<file path="src/rtl/mem_lsu_pkg.sv">
// Shared encodings for the load/store unit: access sizes, FSM states and
// the alignment check used when a request is accepted.
package mem_lsu_pkg;

    typedef enum logic [1:0] {
        SZ_BYTE    = 2'd0,
        SZ_HALF    = 2'd1,
        SZ_WORD    = 2'd2,
        SZ_ILLEGAL = 2'd3
    } size_t;

    typedef enum logic [1:0] {
        ST_IDLE   = 2'd0,
        ST_ACCESS = 2'd1,
        ST_RESP   = 2'd2
    } state_t;

    // A request is rejected when its size is illegal or its address is not
    // naturally aligned to that size.
    function automatic logic req_bad(input size_t size, input logic [1:0] off);
        case (size)
            SZ_BYTE: return 1'b0;
            SZ_HALF: return off[0];
            SZ_WORD: return off != 2'b00;
            default: return 1'b1;
        endcase
    endfunction

endpackage

</file>
<file path="src/rtl/mem_lane_align.sv">
// Byte-lane steering between the CPU's right-aligned data and the 32-bit
// memory word: store strobes/replicated data, and load extraction/extension.
module mem_lane_align
    import mem_lsu_pkg::*;
(
    input  logic        [1:0]  size,
    input  logic        [1:0]  offset,
    input  logic               is_unsigned,
    input  logic        [31:0] wdata,
    input  logic        [31:0] rdata,
    output logic        [3:0]  wstrb,
    output logic        [31:0] wdata_lanes,
    output logic        [31:0] load_data
);

    logic [31:0] shifted;

    // Store path: strobe the addressed lanes and replicate data across them.
    always_comb begin
        wstrb       = '0;
        wdata_lanes = wdata;
        case (size_t'(size))
            SZ_BYTE: begin
                wstrb       = 4'b0001 << offset;
                wdata_lanes = {4{wdata[7:0]}};
            end
            SZ_HALF: begin
                wstrb       = 4'b0011 << offset;
                wdata_lanes = {2{wdata[15:0]}};
            end
            SZ_WORD: begin
                wstrb       = 4'hF;
                wdata_lanes = wdata;
            end
            default: begin
                wstrb       = '0;
                wdata_lanes = wdata;
            end
        endcase
    end

    // Load path: bring the addressed lane down to bit 0, then extend.
    always_comb begin
        shifted   = rdata >> {offset, 3'b000};
        load_data = rdata;
        case (size_t'(size))
            SZ_BYTE: load_data = is_unsigned ? {24'h0, shifted[7:0]}
                                             : {{24{shifted[7]}}, shifted[7:0]};
            SZ_HALF: load_data = is_unsigned ? {16'h0, shifted[15:0]}
                                             : {{16{shifted[15]}}, shifted[15:0]};
            default: load_data = rdata;
        endcase
    end

endmodule

</file>
<file path="src/rtl/mem_lsu.sv">
// Load/store initiator: one request at a time, IDLE -> ACCESS -> RESP,
// with misaligned/illegal requests going straight to RESP with an error.
module mem_lsu
    import mem_lsu_pkg::*;
#(
    parameter int ADDR_WIDTH = 14
) (
    input  logic                  clk,
    input  logic                  rst,
    input  logic                  req_valid,
    output logic                  req_ready,
    input  logic                  req_wr,
    input  logic [1:0]            req_size,
    input  logic                  req_unsigned,
    input  logic [ADDR_WIDTH-1:0] req_addr,
    input  logic [31:0]           req_wdata,
    output logic                  resp_valid,
    input  logic                  resp_ready,
    output logic [31:0]           resp_rdata,
    output logic                  resp_err,
    output logic [ADDR_WIDTH-3:0] mem_waddr,
    output logic [ADDR_WIDTH-3:0] mem_raddr,
    output logic                  mem_wren,
    output logic                  mem_rden,
    output logic [31:0]           mem_wdata,
    output logic [3:0]            mem_wstrb,
    input  logic [31:0]           mem_rdata
);

    state_t      state;
    logic        wr_q;
    size_t       size_q;
    logic        uns_q;
    logic [1:0]  off_q;

    logic [1:0]  sel_size;
    logic [1:0]  sel_off;
    logic        sel_uns;
    logic [3:0]  lane_wstrb;
    logic [31:0] lane_wdata;
    logic [31:0] load_data;
    logic        bad;

    // The single lane aligner serves the store path from the live request
    // while idle, and the load path from the registered request in ACCESS.
    always_comb begin
        sel_size = (state == ST_IDLE) ? req_size     : size_q;
        sel_off  = (state == ST_IDLE) ? req_addr[1:0] : off_q;
        sel_uns  = (state == ST_IDLE) ? req_unsigned : uns_q;
        bad      = req_bad(size_t'(req_size), req_addr[1:0]);
    end

    mem_lane_align u_align (
        .size        (sel_size),
        .offset      (sel_off),
        .is_unsigned (sel_uns),
        .wdata       (req_wdata),
        .rdata       (mem_rdata),
        .wstrb       (lane_wstrb),
        .wdata_lanes (lane_wdata),
        .load_data   (load_data)
    );

    // Transaction FSM with all handshake and memory-port outputs registered.
    always_ff @(posedge clk or posedge rst) begin
        if (rst) begin
            state      <= ST_IDLE;
            wr_q       <= 1'b0;
            size_q     <= SZ_BYTE;
            uns_q      <= 1'b0;
            off_q      <= '0;
            req_ready  <= 1'b1;
            resp_valid <= 1'b0;
            resp_rdata <= '0;
            resp_err   <= 1'b0;
            mem_waddr  <= '0;
            mem_raddr  <= '0;
            mem_wren   <= 1'b0;
            mem_rden   <= 1'b0;
            mem_wdata  <= '0;
            mem_wstrb  <= '0;
        end else begin
            case (state)
                ST_IDLE: begin
                    if (req_valid) begin
                        wr_q       <= req_wr;
                        size_q     <= size_t'(req_size);
                        uns_q      <= req_unsigned;
                        off_q      <= req_addr[1:0];
                        mem_waddr  <= req_addr[ADDR_WIDTH-1:2];
                        mem_raddr  <= req_addr[ADDR_WIDTH-1:2];
                        mem_wdata  <= lane_wdata;
                        req_ready  <= 1'b0;
                        resp_rdata <= '0;
                        resp_err   <= bad;
                        if (bad) begin
                            resp_valid <= 1'b1;
                            state      <= ST_RESP;
                        end else begin
                            mem_wren  <= req_wr;
                            mem_rden  <= !req_wr;
                            mem_wstrb <= req_wr ? lane_wstrb : 4'h0;
                            state     <= ST_ACCESS;
                        end
                    end
                end
                ST_ACCESS: begin
                    mem_wren   <= 1'b0;
                    mem_rden   <= 1'b0;
                    mem_wstrb  <= '0;
                    if (!wr_q) begin
                        resp_rdata <= load_data;
                    end
                    resp_valid <= 1'b1;
                    state      <= ST_RESP;
                end
                ST_RESP: begin
                    if (resp_ready) begin
                        resp_valid <= 1'b0;
                        req_ready  <= 1'b1;
                        state      <= ST_IDLE;
                    end
                end
                default: begin
                    state <= ST_IDLE;
                end
            endcase
        end
    end

endmodule

</file>
<file path="config.mk">
export PLATFORM = sky130hd
export DESIGN_NAME = mem_lsu
export DESIGN_NICKNAME = d
export VERILOG_FILES = /design/src/rtl/mem_lsu_pkg.sv /design/src/rtl/mem_lane_align.sv /design/src/rtl/mem_lsu.sv
export SDC_FILE = /design/constraint.sdc
export NUM_CORES = 1
export LEC_CHECK = 0
export BUFFER_PORTS_ARGS = -buffer_cell sky130_fd_sc_hd__buf_2
export CORE_MARGIN = 5
export CORE_UTILIZATION = 46
export DETAILED_ROUTE_END_ITERATION = 10
export MAX_ROUTING_LAYER = met4
export PLACE_DENSITY = 0.75
export SYNTH_ARGS = -nofsm -noshare
export SYNTH_HDL_FRONTEND = slang
export SYNTH_HIERARCHICAL = 1
export SYNTH_SLANG_ARGS = --single-unit
</file>
<file path="constraint.sdc">
create_clock -name clk -period 8.1 [get_ports clk]
set_input_delay 1.62 -clock clk [delete_from_list [all_inputs] [get_ports clk]]
set_output_delay 1.62 -clock clk [all_outputs]
set_load 0.1 [all_outputs]
</file>
==> impl_metrics.ini, run 1 <==
[setup_path]
end_kind = register
worst-path-max-fanout = 68
worstSetupPathType = input port to register
worst-r2r-cell-count = 7
cp_data_arrival_time_ps = 4120
worstPathCellList = buf_2 -> mux2_2 -> buf_4 -> nor2_1 -> o21ai_0 -> and3_1 -> a22o_1
crit_slowest_cell = nor2_1
cp-start-kind = input port
cp.required_ps = 8350
max_stage_delay_ps = 740

[yosys]
ys.flop_type = dfrtp_1
synthSimpleGateAreaFrac_pct = 8.77
ys_types = 39
syn-num-nets = 517
synthesis.area_um2 = 5100
syn_inst = 431
async_flop_share_pct = 100
synthAdderAreaFrac_pct = 0
synth_edf_count = 0
synth_mux_area_share_pct = 25.4
ys_seq_area_share_pct = 45.6
avgSynthCellArea_um2 = 11.8
synth-compound-area-share_pct = 13.3
synthTopCellsByArea = dfrtp_1, mux2_4, mux2_2, a22o_1, mux2i_1
ys_ff_latch = 93
synth_top_area_share_pct = 45.1
synth_top_family_by_area = multiplexers
synth_top_area_cell = dfrtp_1
synth_warnings = 6
synth_xor_area_share_pct = 0

[detailed_routing]
drt_pre_antenna_iters = 5
wire_per_inst_um = 18.0
vias_per_cell = 5.41
vias = 3912
ant_nets = 0
drtIter0Drc = 300
totalWireLength_mm = 13.0
drc = 0

[place]
routabilityCongestion = 0.836
portBuffers = 182
dp_hpwl_mm = 9.32

[timing]
maxSlewViolCount = 0
fin_skew_ps = 10.5
period_needed_ps = 3880
relSlewSlack_pct = 36.0
hold_viol = 0
fmax_mhz = 258
tightest_slew_ps = 959
min_period_over_period_pct = 47.9
rsz0062_at_grt = no
tns_ps = 0
setup_viol = 0

[grt]
grt_max_degree = 69
antenna_found_initial = 1
gr-usage-all-layers_pct = 20.4
grt_pass1_wl_mm = 20.9
grt_pass1_vias = 4025
gr-total-overflow = 0

[clock_network]
ctsHtreeMaxLevel = 3
numCtsBuffers = 9
cts.sinks = 93
cts_buffer_depth = 2
clk_pin_slew_ps = 90
root_buffer = clkbuf_8
tritoncts = yes
post_cts_buffers = 0
clk_latency_ps = 360
cts_resized = 0
cts_hold_buf = 0

[cells_and_area]
area_delta_synth_final_pct = 18.8
fill_cells = 962
final_core_util_pct = 56.0
drive_gt1_share_pct = 49.5
final_nets = 663

[worst_hold_path]
hold_path_class = register to register
hold_depth = 2

[flow_run]
drv_cap = 0

[floorplan]
rows = 38
start_util_pct = 47.1
io_pins = 183
dieArea_um2 = 13300
core_area_um2 = 10800
die_x_um = 115
die_y_um = 115

[run_status]
status = finished clean
## cells in the final DEF (no fill, tap or decap), types with 4 or more instances in the layout
cell        n
nor2_1      8
mux2i_1    19
dfrtp_1    92
nand2_1    48
clkbuf_8    9
a21oi_1    16
nand2b_1   13
a32o_1      4
mux2_4     49
a22oi_1     7
and3_1      7
mux2_2     31
nor2b_1     5
buf_4       4
a22o_1     32
o21ai_0    27
buf_2     182
## Yosys cell counts (2+ instances only)
cell      instances
a21oi_1          16
a22o_1           32
a22oi_1           7
a32o_1            4
and3_1            7
buf_2            10
buf_4            21
buf_6             8
clkbuf_1         11
dfrtp_1          92
inv_1             2
mux2_2           31
mux2_4           49
mux2i_1          19
nand2_1          48
nand2b_1         13
nor2_1            8
nor2b_1           5
o21ai_0          27
or3_1             2
## cells by family (layout without fill, tap and decap cells)
logic type | count (synthesis) | after routing
other | 0 | 1
buffers and inverters | 53 | 204
AO/OA/AOI/OAI | 97 | 97
multiplexers | 100 | 100
flip-flops | 93 | 93
AND/OR/NAND/NOR | 88 | 88
## worst paths after layout
check / startpoint / endpoint / slack, ps
setup / recovery: req_size[1] / resp_rdata[13] / 4220
hold / removal: req_ready / req_ready / 470
setup reg to reg: state[0] / resp_rdata[13] / 4690
hold reg to reg: req_ready / req_ready / 470
max in group asynchronous: rst / mem_wstrb[3] / 5630
min in group asynchronous: rst / mem_wdata[3] / 1290
## worst max-delay path, delay by kind of cell
family                 cells  cell delay (ps)
AO/OA/AOI/OAI              2              750
multiplexers               1              260
AND/OR/NAND/NOR            2             1040
buffers and inverters      2              440
## cell type report
| class | instances | area (um^2) | area share [%] |
|---|---|---|---|
| Tap cell | 140 | 175 | 2.89 |
| Clock inverter | 4 | 48.8 | 0.804 |
| Inverter | 2 | 8.76 | 0.144 |
| Antenna cell | 1 | 2.50 | 0.0413 |
| Sequential cell | 93 | 2330 | 38.4 |
| Clock buffer | 12 | 135 | 2.23 |
| Timing Repair Buffer | 186 | 941 | 15.5 |
| Multi-Input combinational cell | 285 | 2430 | 40.0 |
## flip-flops by register name, indices dropped and copies added, names as in the netlist
register	cells
state	2
resp_valid	1
off_q	2
wr_q	1
mem_raddr	12
resp_rdata	32
uns_q	1
mem_rden	1
mem_wstrb	4
mem_wren	1
req_ready	1
size_q	2
resp_err	1
mem_wdata	32
## metrics by stage
step | hold slack, ps | setup WS [ps] | area, um^2 | instances
CTS | 477 | 4230 | 6060 | 722
detailed placement | 463 | 3840 | 5880 | 706
floorplan | 475 | 4060 | 5100 | 431
global placement | 456 | 3980 | 5880 | 706
finish | 475 | 4220 | 6070 | 723
global route | 510 | 4150 | 6070 | 723
## per-layer routing
layer | wire length [um] | vias to the layer above | GRT usage (%) | share of wire (%)
met4 | 174 | 0 | 6.10 | 1.3
met2 | 6610 | 149 | 33.3 | 51
met1 | 5450 | 1924 | 26.1 | 42
li1 | - | 1822 | - | -
met5 | 0 | - | - | 0
met3 | 803 | 17 | 3.42 | 6.2
Power of run 1 is not shown: default switching activity piles up to over one toggle a cycle in this logic, so the estimate is an artifact.
==> run 2: changes to the inputs <==
--- a/config.mk
+++ b/config.mk
@@ -5,6 +5,7 @@
 export SDC_FILE = /design/constraint.sdc
 export NUM_CORES = 1
 export LEC_CHECK = 0
+export ABC_AREA = 1
 export BUFFER_PORTS_ARGS = -buffer_cell sky130_fd_sc_hd__buf_2
 export CORE_MARGIN = 5
 export CORE_UTILIZATION = 46
==> constraint.sdc (replaced) <==
create_clock -name clk -period 3.6 [get_ports clk]
set_input_delay 0.72 -clock clk [delete_from_list [all_inputs] [get_ports clk]]
set_output_delay 0.72 -clock clk [all_outputs]
set_load 0.1 [all_outputs]
==> impl_metrics.ini, run 2 <==
[setup_path]
cp.required_ps = 3880
cp-start-kind = register
end_kind = register
worstPathCellList = inv_2 -> nand2_4 -> inv_4 -> o21ai_0 -> inv_1 -> nor2_2 -> nand3_2 -> nand3_1 -> nand3_1 -> nand2_1
cp_data_arrival_time_ps = 3220
path_common_cell = nand3_1
crit_slowest_cell = nor2_2
max_stage_delay_ps = 580
worstSetupPathType = register to register
worst-path-max-fanout = 16

[detailed_routing]
drc = 0
ant_nets = 0
vias = 5054
totalWireLength_mm = 15.0
drtIter0Drc = 477
drt_pre_antenna_iters = 5
vias_per_cell = 5.06
wire_per_inst_um = 15.0

[yosys]
synth_warnings = 6
ys_ff_latch = 93
synth_top_area_cell = dfrtp_1
synth_common_cells = nand2_1, nand3_1, dfrtp_1
syn_inst = 710
synth_top_area_share_pct = 44.5
synthesis.area_um2 = 5180
synthTopCellsByArea = dfrtp_1, nand2_1, nand3_1, buf_4, buf_6
ys_seq_area_share_pct = 45.0
avgSynthCellArea_um2 = 7.29
async_flop_share_pct = 100
ys_types = 26
ys.flop_type = dfrtp_1
synthMostInstantiatedCell = nand2_1
synth_edf_count = 0
syn-num-nets = 796

[clock_network]
ctsHtreeMaxLevel = 3
numCtsBuffers = 9
root_buffer = clkbuf_16
clk_pin_slew_ps = 70
clk_latency_ps = 340
cts.sinks = 93
cts_hold_buf = 0
cts_resized = 0
tritoncts = yes
post_cts_buffers = 0
cts_buffer_depth = 2

[timing]
setup_viol = 0
fmax_mhz = 340
tns_ps = 0
relSlewSlack_pct = 25.8
min_period_over_period_pct = 81.7
hold_viol = 0
period_needed_ps = 2940
maxSlewViolCount = 0
fin_skew_ps = 6.14
tightest_slew_ps = 1110
rsz0062_at_grt = no

[cells_and_area]
final_cell_mix = nand2_1, buf_2, nand3_1
drive_gt1_share_pct = 28.0
area_delta_synth_final_pct = 20.6
reg_top3 = mem_wdata x32, resp_rdata x32, mem_raddr x12
final_common_cell = nand2_1
final_nets = 938

[grt]
grt_pass1_wl_mm = 24.3
grt_pass1_vias = 4713
grt_max_degree = 86
gr-total-overflow = 0
antenna_found_initial = 2
gr-usage-all-layers_pct = 23.1

[floorplan]
dieArea_um2 = 13500
start_util_pct = 47.3
rows = 38
core_area_um2 = 10900
die_y_um = 116
io_pins = 183
die_x_um = 116

[run_status]
status = finished clean

[place]
dp_hpwl_mm = 10.7
routabilityCongestion = 0.881
portBuffers = 182

[flow_run]
drv_cap = 0

[worst_hold_path]
hold_path_class = input port to async pin
## run 2: cell types whose count changed after synthesis, moves of 12 or more
cell      before  now
mux2_2        31    0
nand2_1       48  335
a22o_1        32    0
inv_1          2   19
nor2_1         8   24
nand3_2        0   12
nand2b_1      13    0
mux2_4        49    0
nand3_1        0  106
mux2i_1       19    0
## run 2: worst max-delay path, delay by kind of cell (launching register included)
kind	cells	cell delay, ps
AND/OR/NAND/NOR	6	1580
AO/OA/AOI/OAI	1	530
buffers and inverters	3	300
flip-flops	1	450
## run 2: final timing paths
kind | endpoint | startpoint | cells after the start | slack (ps)
min in group clk | req_ready | req_ready | 2 | 460
min reg2reg | req_ready | req_ready | 2 | 460
max reg2reg | resp_rdata[25] | state[1] | 10 | 660
max in group asynchronous | resp_rdata[8] | rst | 3 | 2410
min | mem_raddr[4] | rst | 2 | 330
max | resp_rdata[25] | state[1] | 10 | 660
## run 2: final cells by class
| type | count | area, um^2 |
|---|---|---|
| fillers | 1079 | 4690 |
| multi-input cells | 531 | 2340 |
| flip-flops and latches | 93 | 2330 |
| repair buffers | 191 | 978 |
| clock buffers | 10 | 239 |
| well taps | 140 | 175 |
| inverters | 26 | 101 |
| clock inverters | 6 | 71.3 |
| diodes | 2 | 5.00 |
## run 2: through the flow
stage	setup WS [ps]	utilization (%)	hold slack, ps	area (um^2)	instances
global route	421	57.1	350	6240	999
floorplan	461	-	453	5180	710
finish	658	57.1	327	6240	999
global placement	826	54.2	450	5930	981
detailed placement	734	54.2	455	5930	981
CTS	710	57.0	330	6240	997
## run 2: cells by family (layout without fill, tap and decap cells)
logic type             Yosys count  count (layout)  synth area share, %
AO/OA/AOI/OAI                   43              43                 4.47
buffers and inverters           86             233                 10.0
other                            0               2                    0
AND/OR/NAND/NOR                488             488                 40.5
flip-flops                      93              93                 45.0
## run 2: routing by layer
layer	up-vias	routed length, um	GRT usage (%)
met2	225	6950	34.3
met4	0	139	5.65
met3	12	1090	4.09
li1	2520	-	-
met5	-	0	-
met1	2297	6830	33.2
Power of run 2 is left out for the same reason.
